## config.mk

```make
export PLATFORM = sky130hd
export DESIGN_NAME = rv32_mod_bus_arbiter_flat
export DESIGN_NICKNAME = d
export VERILOG_FILES = /design/src/rtl/rv32_mod_bus_arbiter_if.sv /design/src/rtl/rv32_mod_bus_arbiter.sv /design/src/flat_wrapper.sv
export SDC_FILE = /design/constraint.sdc
export NUM_CORES = 1
export LEC_CHECK = 0
export BUFFER_PORTS_ARGS = -buffer_cell sky130_fd_sc_hd__buf_2
export CORE_AREA = 3 3 108 110
export CTS_CLUSTER_SIZE = 16
export DETAILED_ROUTE_END_ITERATION = 8
export DIE_AREA = 0 0 111 113
export PLACE_DENSITY = 0.63
export SLEW_MARGIN = 20
export SYNTH_ARGS = -nofsm -noshare
export SYNTH_HDL_FRONTEND = slang
export SYNTH_SLANG_ARGS = --single-unit
export TNS_END_PERCENT = 30
```

## constraint.sdc

```tcl
create_clock -name clk -period 2.57 [get_ports clk]
set_input_delay 0.257 -clock clk [delete_from_list [all_inputs] [get_ports clk]]
set_output_delay 0.257 -clock clk [all_outputs]
set_load 0.05 [all_outputs]
```

## src/rtl/rv32_mod_bus_arbiter_if.sv

```systemverilog
// Signal bundle between the hart's fetch/data ports, the arbiter and the external bus.
// master: the arbiter's view; slave: the view of whatever surrounds the arbiter.
interface rv32_mod_bus_arbiter_if;
    logic        i_req;
    logic [31:0] i_addr;
    logic        i_ack;
    logic        i_err;
    logic [31:0] i_rdata;

    logic        d_req;
    logic        d_we;
    logic [3:0]  d_be;
    logic [31:0] d_addr;
    logic [31:0] d_wdata;
    logic        d_ack;
    logic        d_err;
    logic [31:0] d_rdata;

    logic        bus_req;
    logic        bus_we;
    logic [3:0]  bus_be;
    logic [31:0] bus_addr;
    logic [31:0] bus_wdata;
    logic        bus_ack;
    logic        bus_err;
    logic [31:0] bus_rdata;

    logic [1:0]  grant;

    modport master (
        input  i_req, i_addr, d_req, d_we, d_be, d_addr, d_wdata,
        input  bus_ack, bus_err, bus_rdata,
        output i_ack, i_err, i_rdata, d_ack, d_err, d_rdata,
        output bus_req, bus_we, bus_be, bus_addr, bus_wdata, grant
    );

    modport slave (
        output i_req, i_addr, d_req, d_we, d_be, d_addr, d_wdata,
        output bus_ack, bus_err, bus_rdata,
        input  i_ack, i_err, i_rdata, d_ack, d_err, d_rdata,
        input  bus_req, bus_we, bus_be, bus_addr, bus_wdata, grant
    );
endinterface

```

## src/rtl/rv32_mod_bus_arbiter.sv

```systemverilog
// Round-robin arbiter sharing one memory bus between instruction fetch and load/store,
// with a per-transaction timeout that forces an error so a hung slave cannot stall the hart.
module rv32_mod_bus_arbiter #(
    parameter int unsigned TIMEOUT_CYCLES = 16,
    parameter int unsigned CNT_W          = 8
) (
    input logic                    clk,
    input logic                    reset_n,
    rv32_mod_bus_arbiter_if.master bif
);

    typedef enum logic [1:0] {StIdle, StGntI, StGntD} state_e;

    localparam logic LastInstr = 1'b0;
    localparam logic LastData  = 1'b1;
    localparam logic [CNT_W-1:0] TimeoutLast =
        (TIMEOUT_CYCLES == 0) ? '0 : CNT_W'(TIMEOUT_CYCLES - 1);

    state_e           state_q, state_d;
    logic             last_q, last_d;
    logic [CNT_W-1:0] cnt_q, cnt_d;

    logic sel_d;
    logic gnt_req;
    logic timeout;
    logic resp_ack;
    logic resp_err;

    always_ff @(posedge clk or negedge reset_n) begin
        if (!reset_n) begin
            state_q <= StIdle;
            last_q  <= LastInstr;
            cnt_q   <= '0;
        end else begin
            state_q <= state_d;
            last_q  <= last_d;
            cnt_q   <= cnt_d;
        end
    end

    assign sel_d   = (state_q == StGntD);
    assign gnt_req = sel_d ? bif.d_req : bif.i_req;
    assign timeout = (TIMEOUT_CYCLES != 0) && (cnt_q == TimeoutLast);

    always_comb begin
        state_d       = state_q;
        last_d        = last_q;
        cnt_d         = cnt_q;
        resp_ack      = 1'b0;
        resp_err      = 1'b0;
        bif.bus_req   = 1'b0;
        bif.bus_we    = 1'b0;
        bif.bus_be    = 4'h0;
        bif.bus_addr  = 32'h0;
        bif.bus_wdata = 32'h0;
        bif.grant     = 2'b00;

        unique case (state_q)
            StIdle: begin
                // Both requesting: grant whichever port did not win last time.
                if (bif.d_req && (!bif.i_req || last_q == LastInstr)) begin
                    state_d = StGntD;
                    last_d  = LastData;
                    cnt_d   = '0;
                end else if (bif.i_req) begin
                    state_d = StGntI;
                    last_d  = LastInstr;
                    cnt_d   = '0;
                end
            end
            StGntI, StGntD: begin
                bif.bus_req   = 1'b1;
                bif.grant     = sel_d ? 2'b10 : 2'b01;
                bif.bus_we    = sel_d ? bif.d_we    : 1'b0;
                bif.bus_be    = sel_d ? bif.d_be    : 4'hF;
                bif.bus_addr  = sel_d ? bif.d_addr  : bif.i_addr;
                bif.bus_wdata = sel_d ? bif.d_wdata : 32'h0;
                // A dropped request is an abort: leave silently.
                if (!gnt_req) begin
                    state_d = StIdle;
                end else if (bif.bus_err || (!bif.bus_ack && timeout)) begin
                    resp_err = 1'b1;
                    state_d  = StIdle;
                end else if (bif.bus_ack) begin
                    resp_ack = 1'b1;
                    state_d  = StIdle;
                end else begin
                    cnt_d = cnt_q + 1'b1;
                end
            end
            default: state_d = StIdle;
        endcase
    end

    always_comb begin
        bif.i_ack   = resp_ack && !sel_d;
        bif.i_err   = resp_err && !sel_d;
        bif.i_rdata = (resp_ack && !sel_d) ? bif.bus_rdata : 32'h0;
        bif.d_ack   = resp_ack && sel_d;
        bif.d_err   = resp_err && sel_d;
        bif.d_rdata = (resp_ack && sel_d) ? bif.bus_rdata : 32'h0;
    end

endmodule

```

## src/flat_wrapper.sv

```systemverilog
// flat-port wrapper written by rule: the top's interface ports become plain ports
module rv32_mod_bus_arbiter_flat 
#(
    parameter int unsigned TIMEOUT_CYCLES = 16,
    parameter int unsigned CNT_W          = 8
)
  (clk, reset_n, bif_i_req, bif_i_addr, bif_d_req, bif_d_we, bif_d_be, bif_d_addr, bif_d_wdata, bif_bus_ack, bif_bus_err, bif_bus_rdata, bif_i_ack, bif_i_err, bif_i_rdata, bif_d_ack, bif_d_err, bif_d_rdata, bif_bus_req, bif_bus_we, bif_bus_be, bif_bus_addr, bif_bus_wdata, bif_grant);
  rv32_mod_bus_arbiter_if bif_i ();
  input logic clk;
  input logic reset_n;
  input wire logic [$bits(bif_i.i_req)-1:0] bif_i_req;
  input wire logic [$bits(bif_i.i_addr)-1:0] bif_i_addr;
  input wire logic [$bits(bif_i.d_req)-1:0] bif_d_req;
  input wire logic [$bits(bif_i.d_we)-1:0] bif_d_we;
  input wire logic [$bits(bif_i.d_be)-1:0] bif_d_be;
  input wire logic [$bits(bif_i.d_addr)-1:0] bif_d_addr;
  input wire logic [$bits(bif_i.d_wdata)-1:0] bif_d_wdata;
  input wire logic [$bits(bif_i.bus_ack)-1:0] bif_bus_ack;
  input wire logic [$bits(bif_i.bus_err)-1:0] bif_bus_err;
  input wire logic [$bits(bif_i.bus_rdata)-1:0] bif_bus_rdata;
  output wire logic [$bits(bif_i.i_ack)-1:0] bif_i_ack;
  output wire logic [$bits(bif_i.i_err)-1:0] bif_i_err;
  output wire logic [$bits(bif_i.i_rdata)-1:0] bif_i_rdata;
  output wire logic [$bits(bif_i.d_ack)-1:0] bif_d_ack;
  output wire logic [$bits(bif_i.d_err)-1:0] bif_d_err;
  output wire logic [$bits(bif_i.d_rdata)-1:0] bif_d_rdata;
  output wire logic [$bits(bif_i.bus_req)-1:0] bif_bus_req;
  output wire logic [$bits(bif_i.bus_we)-1:0] bif_bus_we;
  output wire logic [$bits(bif_i.bus_be)-1:0] bif_bus_be;
  output wire logic [$bits(bif_i.bus_addr)-1:0] bif_bus_addr;
  output wire logic [$bits(bif_i.bus_wdata)-1:0] bif_bus_wdata;
  output wire logic [$bits(bif_i.grant)-1:0] bif_grant;
  assign bif_i.i_req = bif_i_req;
  assign bif_i.i_addr = bif_i_addr;
  assign bif_i.d_req = bif_d_req;
  assign bif_i.d_we = bif_d_we;
  assign bif_i.d_be = bif_d_be;
  assign bif_i.d_addr = bif_d_addr;
  assign bif_i.d_wdata = bif_d_wdata;
  assign bif_i.bus_ack = bif_bus_ack;
  assign bif_i.bus_err = bif_bus_err;
  assign bif_i.bus_rdata = bif_bus_rdata;
  assign bif_i_ack = bif_i.i_ack;
  assign bif_i_err = bif_i.i_err;
  assign bif_i_rdata = bif_i.i_rdata;
  assign bif_d_ack = bif_i.d_ack;
  assign bif_d_err = bif_i.d_err;
  assign bif_d_rdata = bif_i.d_rdata;
  assign bif_bus_req = bif_i.bus_req;
  assign bif_bus_we = bif_i.bus_we;
  assign bif_bus_be = bif_i.bus_be;
  assign bif_bus_addr = bif_i.bus_addr;
  assign bif_bus_wdata = bif_i.bus_wdata;
  assign bif_grant = bif_i.grant;
  rv32_mod_bus_arbiter #(.TIMEOUT_CYCLES(TIMEOUT_CYCLES), .CNT_W(CNT_W)) u_core (.clk(clk), .reset_n(reset_n), .bif(bif_i));
endmodule
```

## Word-level counts from Yosys, hierarchy flattened

Cells that the tools add are included.

| word-level totals | value |
|---|---|
| latch bits | 0 |
| input port bits | 139 |
| memories kept | 0 |
| bits in read-only memories | 0 |
| register bits | 11 |
| bits in writable memories | 0 |
| word-level logic and storage cells | 66 |
| output and inout port bits | 140 |

| operators by class | value |
|---|---|
| bitwise logic cells | 1 |
| reductions and logical operators | 18 |
| divide/modulo/power cells | 0 |
| muxes and demuxes | 35 |
| equal/unequal tests | 8 |
| $lt $le $gt $ge | 0 |
| add/sub/neg operators | 1 |
| $mul | 0 |
| shift operators | 0 |

Operators with widths:

| operator | number |
|---|---|
| 32-bit two-way mux | 6 |
| 8-bit two-way mux | 5 |
| 8-bit one-hot mux with 2 select lines | 1 |
| 2-bit two-way mux | 7 |
| 1-bit two-way mux | 13 |
| 8-bit by 1-bit adder with 8-bit output (second input constant) | 1 |
| 8-bit by 4-bit == test with 1-bit output (second input constant) | 1 |
| 4-bit two-way mux | 2 |
| 1-bit logical AND | 6 |
| 5-bit AND reduction | 1 |
| 2-bit inequality test (second input constant) | 2 |
| 4-bit inequality test (second input constant) | 1 |
| 2-bit one-hot mux with 2 select lines | 1 |
| 2-bit AND reduction | 2 |
| 2-bit nonzero test | 2 |
| 1-bit zero test | 3 |
| 3-bit by 2-bit inequality test with 1-bit output (second input constant) | 1 |
| 2-bit by 1-bit == test with 1-bit output (second input constant) | 1 |
| 2-bit == test (second input constant) | 1 |
| 2-bit zero test | 1 |
| 1-bit logical OR | 2 |
| 2-bit by 1-bit inequality test with 1-bit output (second input constant) | 1 |
| 2-bit OR reduction | 1 |
| 1-bit inverter | 1 |

## Depth between registers and ports, before layout

Gate-level depths: netlist (run 1).

| depth | value |
|---|---|
| depth after elaboration | 8 |
| gate-level depth with buffers | 7 |
| gate-level depth less buffers | 6 |

## Worst setup path after synthesis (run 1)

Ideal clock, no wire load.

| path | value |
|---|---|
| path kind | register to output |
| start | reg u_core.state_q[0] |
| end | out bif_d_rdata[22] |
| stages on the path, launching flop included | 8 |
| buffers on the path | 2 |
| slack | -0.281 ns |
| arrival time | 2.594 ns |
| required time | 2.313 ns |
| path through | dfrtp_1 -> inv_1 -> ha_1 -> buf_4 -> nand2_1 -> nor2_1 -> clkbuf_1 -> and2_1 |

| on the way | value |
|---|---|
| cells in the longest elaborated chain, start to end | 6 |

RTL lines:

| element | RTL line | source |
|---|---|---|
| start: declaration | rv32_mod_bus_arbiter.sv:19 | `state_e state_q, state_d;` |
| start signal: assignment | rv32_mod_bus_arbiter.sv:31 | `state_q <= StIdle;` |
| start signal: assignment | rv32_mod_bus_arbiter.sv:35 | `state_q <= state_d;` |
| 2-bit == test | rv32_mod_bus_arbiter.sv:41, rv32_mod_bus_arbiter.sv:58 |  |
| 1-bit two-way mux | rv32_mod_bus_arbiter.sv:42 | `assign gnt_req = sel_d ? bif.d_req : bif.i_req;` |
| 1-bit two-way mux | rv32_mod_bus_arbiter.sv:79 | `if (!gnt_req) begin` |
| 1-bit two-way mux | rv32_mod_bus_arbiter.sv:58 | `unique case (state_q)` |
| 1-bit logical AND (*) | - |  |
| net bif_d_ack | flat_wrapper.sv:24 | `output wire logic [$bits(bif_i.d_ack)-1:0] bif_d_ack;` |
| 32-bit two-way mux (*) | rv32_mod_bus_arbiter.sv:101 | `bif.d_rdata = (resp_ack && sel_d) ? bif.bus_rdata : 32'h0;` |
| end: declaration | flat_wrapper.sv:26 | `output wire logic [$bits(bif_i.d_rdata)-1:0] bif_d_rdata;` |

Mark *: on every way through the listed nets, which the timed path passes. The rest lies on a longest branch.

## Worst setup path in the final report (run 1)

| path | value |
|---|---|
| start | reg u_core.state_q[1] |
| end | out bif_i_rdata[3] |

| on the way | value |
|---|---|
| cells in the longest elaborated chain, start to end | 6 |

RTL lines:

| element | RTL line | source |
|---|---|---|
| 2-bit == test | rv32_mod_bus_arbiter.sv:41, rv32_mod_bus_arbiter.sv:58 |  |
| 1-bit two-way mux | rv32_mod_bus_arbiter.sv:42 |  |
| 1-bit two-way mux | rv32_mod_bus_arbiter.sv:79 |  |
| 1-bit two-way mux | rv32_mod_bus_arbiter.sv:58 |  |
| 1-bit logical AND (*) | rv32_mod_bus_arbiter.sv:98 | `bif.i_rdata = (resp_ack && !sel_d) ? bif.bus_rdata : 32'h0;` |
| 32-bit two-way mux (*) | rv32_mod_bus_arbiter.sv:98 |  |
| end: declaration | flat_wrapper.sv:23 | `output wire logic [$bits(bif_i.i_rdata)-1:0] bif_i_rdata;` |

Every way passes the cells marked *; elsewhere a longest branch is shown, timed or not.

==> flow_summary.json, run 1 <==
{
  "outcome": "finished clean",
  "synth-simple-area-share": 0.5255,
  "synth-xor-area-share": 0,
  "die-area_um2": 12540,
  "place_hpwl_um": 8627,
  "wl_um": 10120,
  "h-tree-depth": 1,
  "ff2ff_path_depth": 6,
  "num_rows": 38,
  "clock-sinks": 11,
  "finClkSkew_ps": 4.891,
  "worstSetupStartpointType": "flip-flop",
  "finalInstanceArea_um2": 3622,
  "grtUsageTotal": 0.1423,
  "period_share": 0.9149,
  "ys_warn_count": 0,
  "syn2layout_area_growth_pct": 80.26,
  "setup_tns_ps": 0,
  "setup_viol": 0,
  "io_pins": 279,
  "nets": 699,
  "synth_fp_nets": 430,
  "core-area_um2": 10790,
  "synth_compound_area_frac": 0.08281,
  "synth_flop_cell": "dfrtp_1",
  "overflow": 0,
  "grt_pass1_wl_um": 14860,
  "post-cts-setup-buffers": 0,
  "fin_crit_ps": 2351,
  "antenna_found_initial": 2,
  "synthesis.area_um2": 2009,
  "grt_pass1_vias": 2678,
  "hp-class": "input pin to flip-flop",
  "syn_inst": 286,
  "syn_area_per_cell_um2": 7.026,
  "cp_max_fo": 33,
  "synth.area.mux_share": 0.1700,
  "worst-path-buf-inv": 3,
  "cts-root-buf": "clkbuf_8",
  "powerDensity_nw_per_um2": 1177,
  "io_buffer_count": 278,
  "ant_nets": 0,
  "max_slew.worst_pin.slew_ps": 525.5,
  "synth.distinct_cells": 42,
  "ys_ff_latch": 11,
  "synth_top_family_by_area": "simple AND/OR/NAND/NOR gates",
  "critical-path-max-stage-delay_ps": 440,
  "numCtsBuffers": 3,
  "clk_pin_slew_worst_paths_ps": 60,
  "grt_max_degree": 70,
  "maxSlewViolCount": 0,
  "arrival_ps": 2090,
  "drive_above_1_share": 0.5325,
  "worst-path-stages": 7,
  "synthAdderAreaFrac": 0.03113,
  "place_congestion": 0.8272,
  "place_area_um2": 3558,
  "drc_errors": 0,
  "critPathCaptureType": "primary output",
  "synth-async-reset-ratio": 1.000,
  "cts_tree": "yes",
  "synth-edff-count": 0,
  "criticalPathCategory": "flip-flop to primary output",
  "grt_setup_unrepaired": "false",
  "viasPerCell": 4.247,
  "fmax_mhz": 425.3,
  "crit_chain": "inv_1, ha_2, nand3b_1, nor2_1, buf_4, and2_1, buf_2",
  "p_leak_nw": 2.208,
  "dr.pass1.iters": 4,
  "critPathRequiredTime_ps": 2310,
  "worst_slack_ps": 218.7,
  "die_w_um": 111,
  "yosysTopAreaCell": "and2_1",
  "maxCapViolCount": 0,
  "wl_per_cell_um": 14.56,
  "worst_slew_margin_rel": 0.6477,
  "vdd_drop_max_mv": 0.7429,
  "synth-seq-area-share": 0.1370,
  "dp_slack_ps": 384.6,
  "cpLargestDelayFamily": "buffers and inverters",
  "drt_iter0_drc": 164,
  "vias": 2952,
  "netlist.area_leader.share": 0.3020,
  "p_total_w": 0.004263,
  "holdPathStages": 2,
  "finalHoldViolCount": 0,
  "die_height_um": 113,
  "cp_slowest_cell": "ha_2",
  "cts.path.max_buffers": 2,
  "insertion_delay_ps": 240,
  "netlist_top_cells_area": "and2_1, mux2i_1, dfrtp_1",
  "fin_util": 0.3356,
  "start_util": 0.1862
}
## layout make-up
cell class | instances | area (um^2)
multi-input cells | 249 | 1634
clock buffers | 4 | 45.04
inverters | 6 | 22.52
diodes | 1 | 2.502
well taps | 140 | 175.2
repair buffers | 284 | 1468
flip-flops and latches | 11 | 275.3
fillers | 1161 | 7171
## per-layer routing
| metal | global-route usage | vias to the layer above | wire length [um] |
|---|---|---|---|
| li1 | - | 1495 | - |
| met1 | 0.1823 | 1314 | 4127 |
| met2 | 0.2512 | 131 | 5084 |
| met3 | 0.03262 | 10 | 757 |
| met4 | 0.01806 | 2 | 137 |
| met5 | 0 | - | 11 |
## cell usage after synthesis (2+ instances only)
cell type and count:
nand2_1 21, o21ai_0 3, nor2_1 38, inv_1 6
buf_1 2, buf_2 5, nand2b_1 2, nand3_1 6
and2_1 97, o31ai_1 2, nor4_1 2, and3_1 5
a31o_1 2, a21oi_1 4, mux2i_1 33, a31oi_1 2
dfrtp_1 11, nand4_1 4, ha_1 5, o211ai_1 2
or3_1 2, clkbuf_1 12
## placed cells by master, fill, tap and decap left out, types with 2 or more instances in the layout
master    Yosys  final
nand2_1      21     21
buf_2         5    278
and2_2        0      2
nand4_1       4      4
or3_1         2      2
a31oi_1       2      2
ha_1          5      3
o21ai_0       3      3
a31o_1        2      2
o31ai_1       2      2
o211ai_1      2      2
a21oi_1       4      4
ha_2          0      2
clkbuf_8      0      3
nand2b_1      2      2
buf_4         1      2
dfrtp_1      11     11
nor4_1        2      2
mux2i_1      33     33
nand3_1       6      6
and2_1       97     95
inv_1         6      6
buf_12        0      2
nor2_1       38     38
and3_1        5      5
## metrics by stage
stage,hold WS [ps],std cells
floorplan,-38.59,286
global placement,150.5,689
detailed placement,155.3,689
CTS,314.6,694
global route,341.4,695
finish,310.0,695
## sequential cells by signal, summed over array words and instances (netlist names)
signal and flops:
u_core.state_q 2, u_core.last_q 1, u_core.cnt_q 8
## worst register-to-register path, cell delays in order, from the launching register on
cell     delay (ps)
dfrtp_1         400
inv_1           120
ha_2            330
mux2_2          410
and3_4          190
and3_1          190
a41o_1          230
## cell families (layout without fill, tap and decap cells)
| family | Yosys count | after routing |
|---|---|---|
| fa+ha+maj | 5 | 5 |
| compound gates | 23 | 23 |
| simple gates | 187 | 187 |
| other cells | 0 | 1 |
| mux | 34 | 34 |
| buf+inv | 26 | 294 |
| flops | 11 | 11 |
## power breakdown
group / switching (W) / internal [W]
Combinational: 0.00288 / 0.000950
Sequential: 0.0000432 / 0.000210
Clock: 0.0000727 / 0.000109
Total: 0.00299 / 0.00127
## what timing repair did
action	CTS	global route
hold buffers	1	0
resized for setup	0	2
endpoints found under the setup margin	0	50
hold endpoints to repair	11	0
## path summary, 6_finish.rpt
check	start	to	slack, ps
max	u_core.state_q[1]	bif_i_rdata[3]	220
min	bif_i_req	u_core.last_q	310
max reg2reg	u_core.state_q[0]	u_core.cnt_q[6]	600
min reg2reg	u_core.last_q	u_core.last_q	490
max in group asynchronous	reset_n	u_core.cnt_q[2]	1930
min in group asynchronous	reset_n	u_core.cnt_q[1]	420
No activity file was read; power rests on OpenSTA's default activity.
==> run 2: changes to the inputs <==
ABC_AREA = 1   (was not set)
==> flow_summary.json, run 2 <==
{
  "max_slew.worst_pin.slew_ps": 405.1,
  "critPathCaptureType": "primary output",
  "syn2layout_area_growth_pct": 84.58,
  "maxSlewViolCount": 0,
  "grt_max_degree": 72,
  "vdd_drop_max_mv": 0.8403,
  "netlist.area_leader.share": 0.2563,
  "ys_warn_count": 0,
  "p_sw_frac": 0.7398,
  "period_share": 0.9611,
  "syn_area_per_cell_um2": 4.953,
  "ys_ff_latch": 11,
  "syn_inst": 408,
  "r2r_slack_ps": 670,
  "yosysMostFrequentCell": "nor2_1",
  "overflow": 0,
  "worst_slew_margin_rel": 0.7299,
  "endpoint": "bif_i_rdata[28]",
  "core-area_um2": 10790,
  "fin_crit_ps": 2470,
  "post-cts-setup-buffers": 0,
  "final_cell_mix": "buf_2, nor2_1, inv_1",
  "drc_errors": 0,
  "wl_per_cell_um": 11.79,
  "nets": 818,
  "synth-seq-area-share": 0.1362,
  "fin_util": 0.3456,
  "regMostFlops": "u_core.cnt_q",
  "intPower_w": 0.001167,
  "r2r-end": "u_core.state_q[1]",
  "top_usage_layer": "met2",
  "grt_setup_unrepaired": "true",
  "start_util": 0.1872,
  "pwr-share-comb": 0.908,
  "setup_viol": 0,
  "yosysTopAreaCell": "nor2_1",
  "finalHoldViolCount": 0,
  "outcome": "finished clean",
  "io_pins": 279,
  "synth.distinct_cells": 22,
  "die_height_um": 113,
  "grt.met2_usage": 0.2367,
  "fmax_mhz": 404.9,
  "viasPerCell": 4.016,
  "powerDensity_nw_per_um2": 1203,
  "arrival_ps": 2210,
  "netlist_top_cells_count": "nor2_1, inv_1, nand2_1, o21ai_0, nand3_1",
  "clock-sinks": 11,
  "netlist_top_cells_area": "nor2_1, inv_1, nand2_1",
  "power_switching_w": 0.003319,
  "drive_above_1_share": 0.4428,
  "antenna_found_initial": 0,
  "largest_reg_flops": 8,
  "synthesis.area_um2": 2021,
  "critPathRequiredTime_ps": 2310,
  "cp-startpoint": "u_core.state_q[0]",
  "wl_um": 9583,
  "place_congestion": 0.8063,
  "hp-class": "input pin to flip-flop",
  "grt_pass1_wl_um": 14490,
  "ant_nets": 0,
  "cts_tree": "yes",
  "synth_flop_cell": "dfrtp_1",
  "numCtsBuffers": 3,
  "place_hpwl_um": 7847,
  "grtUsageMet3": 0.02353,
  "criticalPathCategory": "flip-flop to primary output",
  "synth-edff-count": 0,
  "grtUsageTotal": 0.1369,
  "layout_commonest_cell": "buf_2",
  "vias": 3265,
  "seq_power_share": 0.052,
  "cts-root-buf": "clkbuf_8",
  "maxCapViolCount": 0,
  "synth_fp_nets": 552,
  "dr.pass1.iters": 4,
  "insertion_delay_ps": 240,
  "cts.path.max_buffers": 2,
  "num_rows": 38,
  "ff2ff_path_depth": 8,
  "clk_pin_slew_worst_paths_ps": 50,
  "whs_ps": 373.8,
  "p_leak_nw": 2.652,
  "diodes": 0,
  "h-tree-depth": 1,
  "pwr-share-clk": 0.039,
  "cp_max_fo": 33,
  "io_buffer_count": 278,
  "synth-async-reset-ratio": 1.000,
  "worstSetupStartpointType": "flip-flop",
  "reg2reg_from": "u_core.state_q[1]",
  "holdPathStages": 3,
  "finClkSkew_ps": 3.080,
  "die-area_um2": 12540,
  "largest_registers": "u_core.cnt_q: 8 flops, u_core.state_q: 2 flops, u_core.last_q: 1 flops",
  "grt_pass1_vias": 2947,
  "die_w_um": 111,
  "drt_iter0_drc": 192,
  "grtUsageMet1": 0.1816
}
-- run 2: per-stage QoR --
| step | instances | setup TNS [ps] | instance area [um^2] | total power, W | setup slack (ps) |
|---|---|---|---|---|---|
| finish | 813 | 0 | 3730 | 0.004486 | 100.1 |
| global route | 813 | -1034 | 3730 | 0.004795 | -76.87 |
| CTS | 813 | 0 | 3587 | 0.004499 | 57.93 |
| detailed placement | 808 | 0 | 3532 | 0.004308 | 316.1 |
| global placement | 808 | 0 | 3532 | 0.004319 | 360.8 |
| floorplan | 408 | -5398 | 2031 | 0.003390 | -93.08 |
-- run 2: metal layers --
metal  vias to the layer above  share of wire
met2                       182           0.48
met3                         4          0.091
li1                       1715              -
met4                         0         0.0059
met5                         -              0
met1                      1364           0.42
-- run 2: worst max-delay path: stages, from the launching register on --
cell and delay, ps:
dfrtp_1 410, inv_1 100, ha_2 280, inv_4 60, nand2_2 70, nand2_2 80
nor2_8 140, nand3_4 330, nor2_1 320, buf_12 180
-- run 2: how the worst min path moves through the flow --
| stage | startpoint | endpoint | slack [ps] |
|---|---|---|---|
| 3_3_place_gp | reset_n | u_core.cnt_q[0] | 140 |
| 5_1_grt | bif_i_req | u_core.state_q[0] | 420 |
| 4_1_cts | bif_i_req | u_core.state_q[0] | 380 |
| 6_report | bif_i_req | u_core.state_q[0] | 370 |
| 2_1_floorplan | reset_n | u_core.cnt_q[0] | -40 |
| 3_5_place_dp | reset_n | u_core.cnt_q[3] | 150 |
-- run 2: area by class of cell --
cell class / instances / area (um^2)
clock buffer: 4 / 45.04
timing repair buffer: 282 / 1609
sequential: 11 / 275.3
fill: 1193 / 7063
multi-input combinational: 292 / 1308
tap: 140 / 175.2
inverter: 84 / 317.8
-- run 2: cells by family (layout without fill, tap and decap cells) --
group | Yosys count | in the layout | synth area share
AOI/OAI and AO/OA | 41 | 41 | 0.1028
xor gates and xnor gates | 2 | 2 | 0.008670
adders and majority gates | 5 | 5 | 0.03096
buffers and inverters | 105 | 370 | 0.2229
DFF | 11 | 11 | 0.1362
and+or+nand+nor | 244 | 244 | 0.4985
-- run 2: what timing repair did --
| item | CTS | global route |
|---|---|---|
| setup endpoints to repair | 0 | 59 |
| hold endpoints to repair | 11 | 0 |
| hold buffers | 1 | 0 |
| resized for setup | 0 | 57 |
-- run 2: power by group through the flow --
stage	Combinational [W]	Clock [W]	Sequential, W
after floorplan	0.00316	0	0.000232
after global placement	0.00408	0	0.000237
after detailed placement	0.00407	0	0.000237
after CTS	0.00408	0.000181	0.000234
after global routing	0.00436	0.000190	0.000242
final	0.00407	0.000177	0.000235
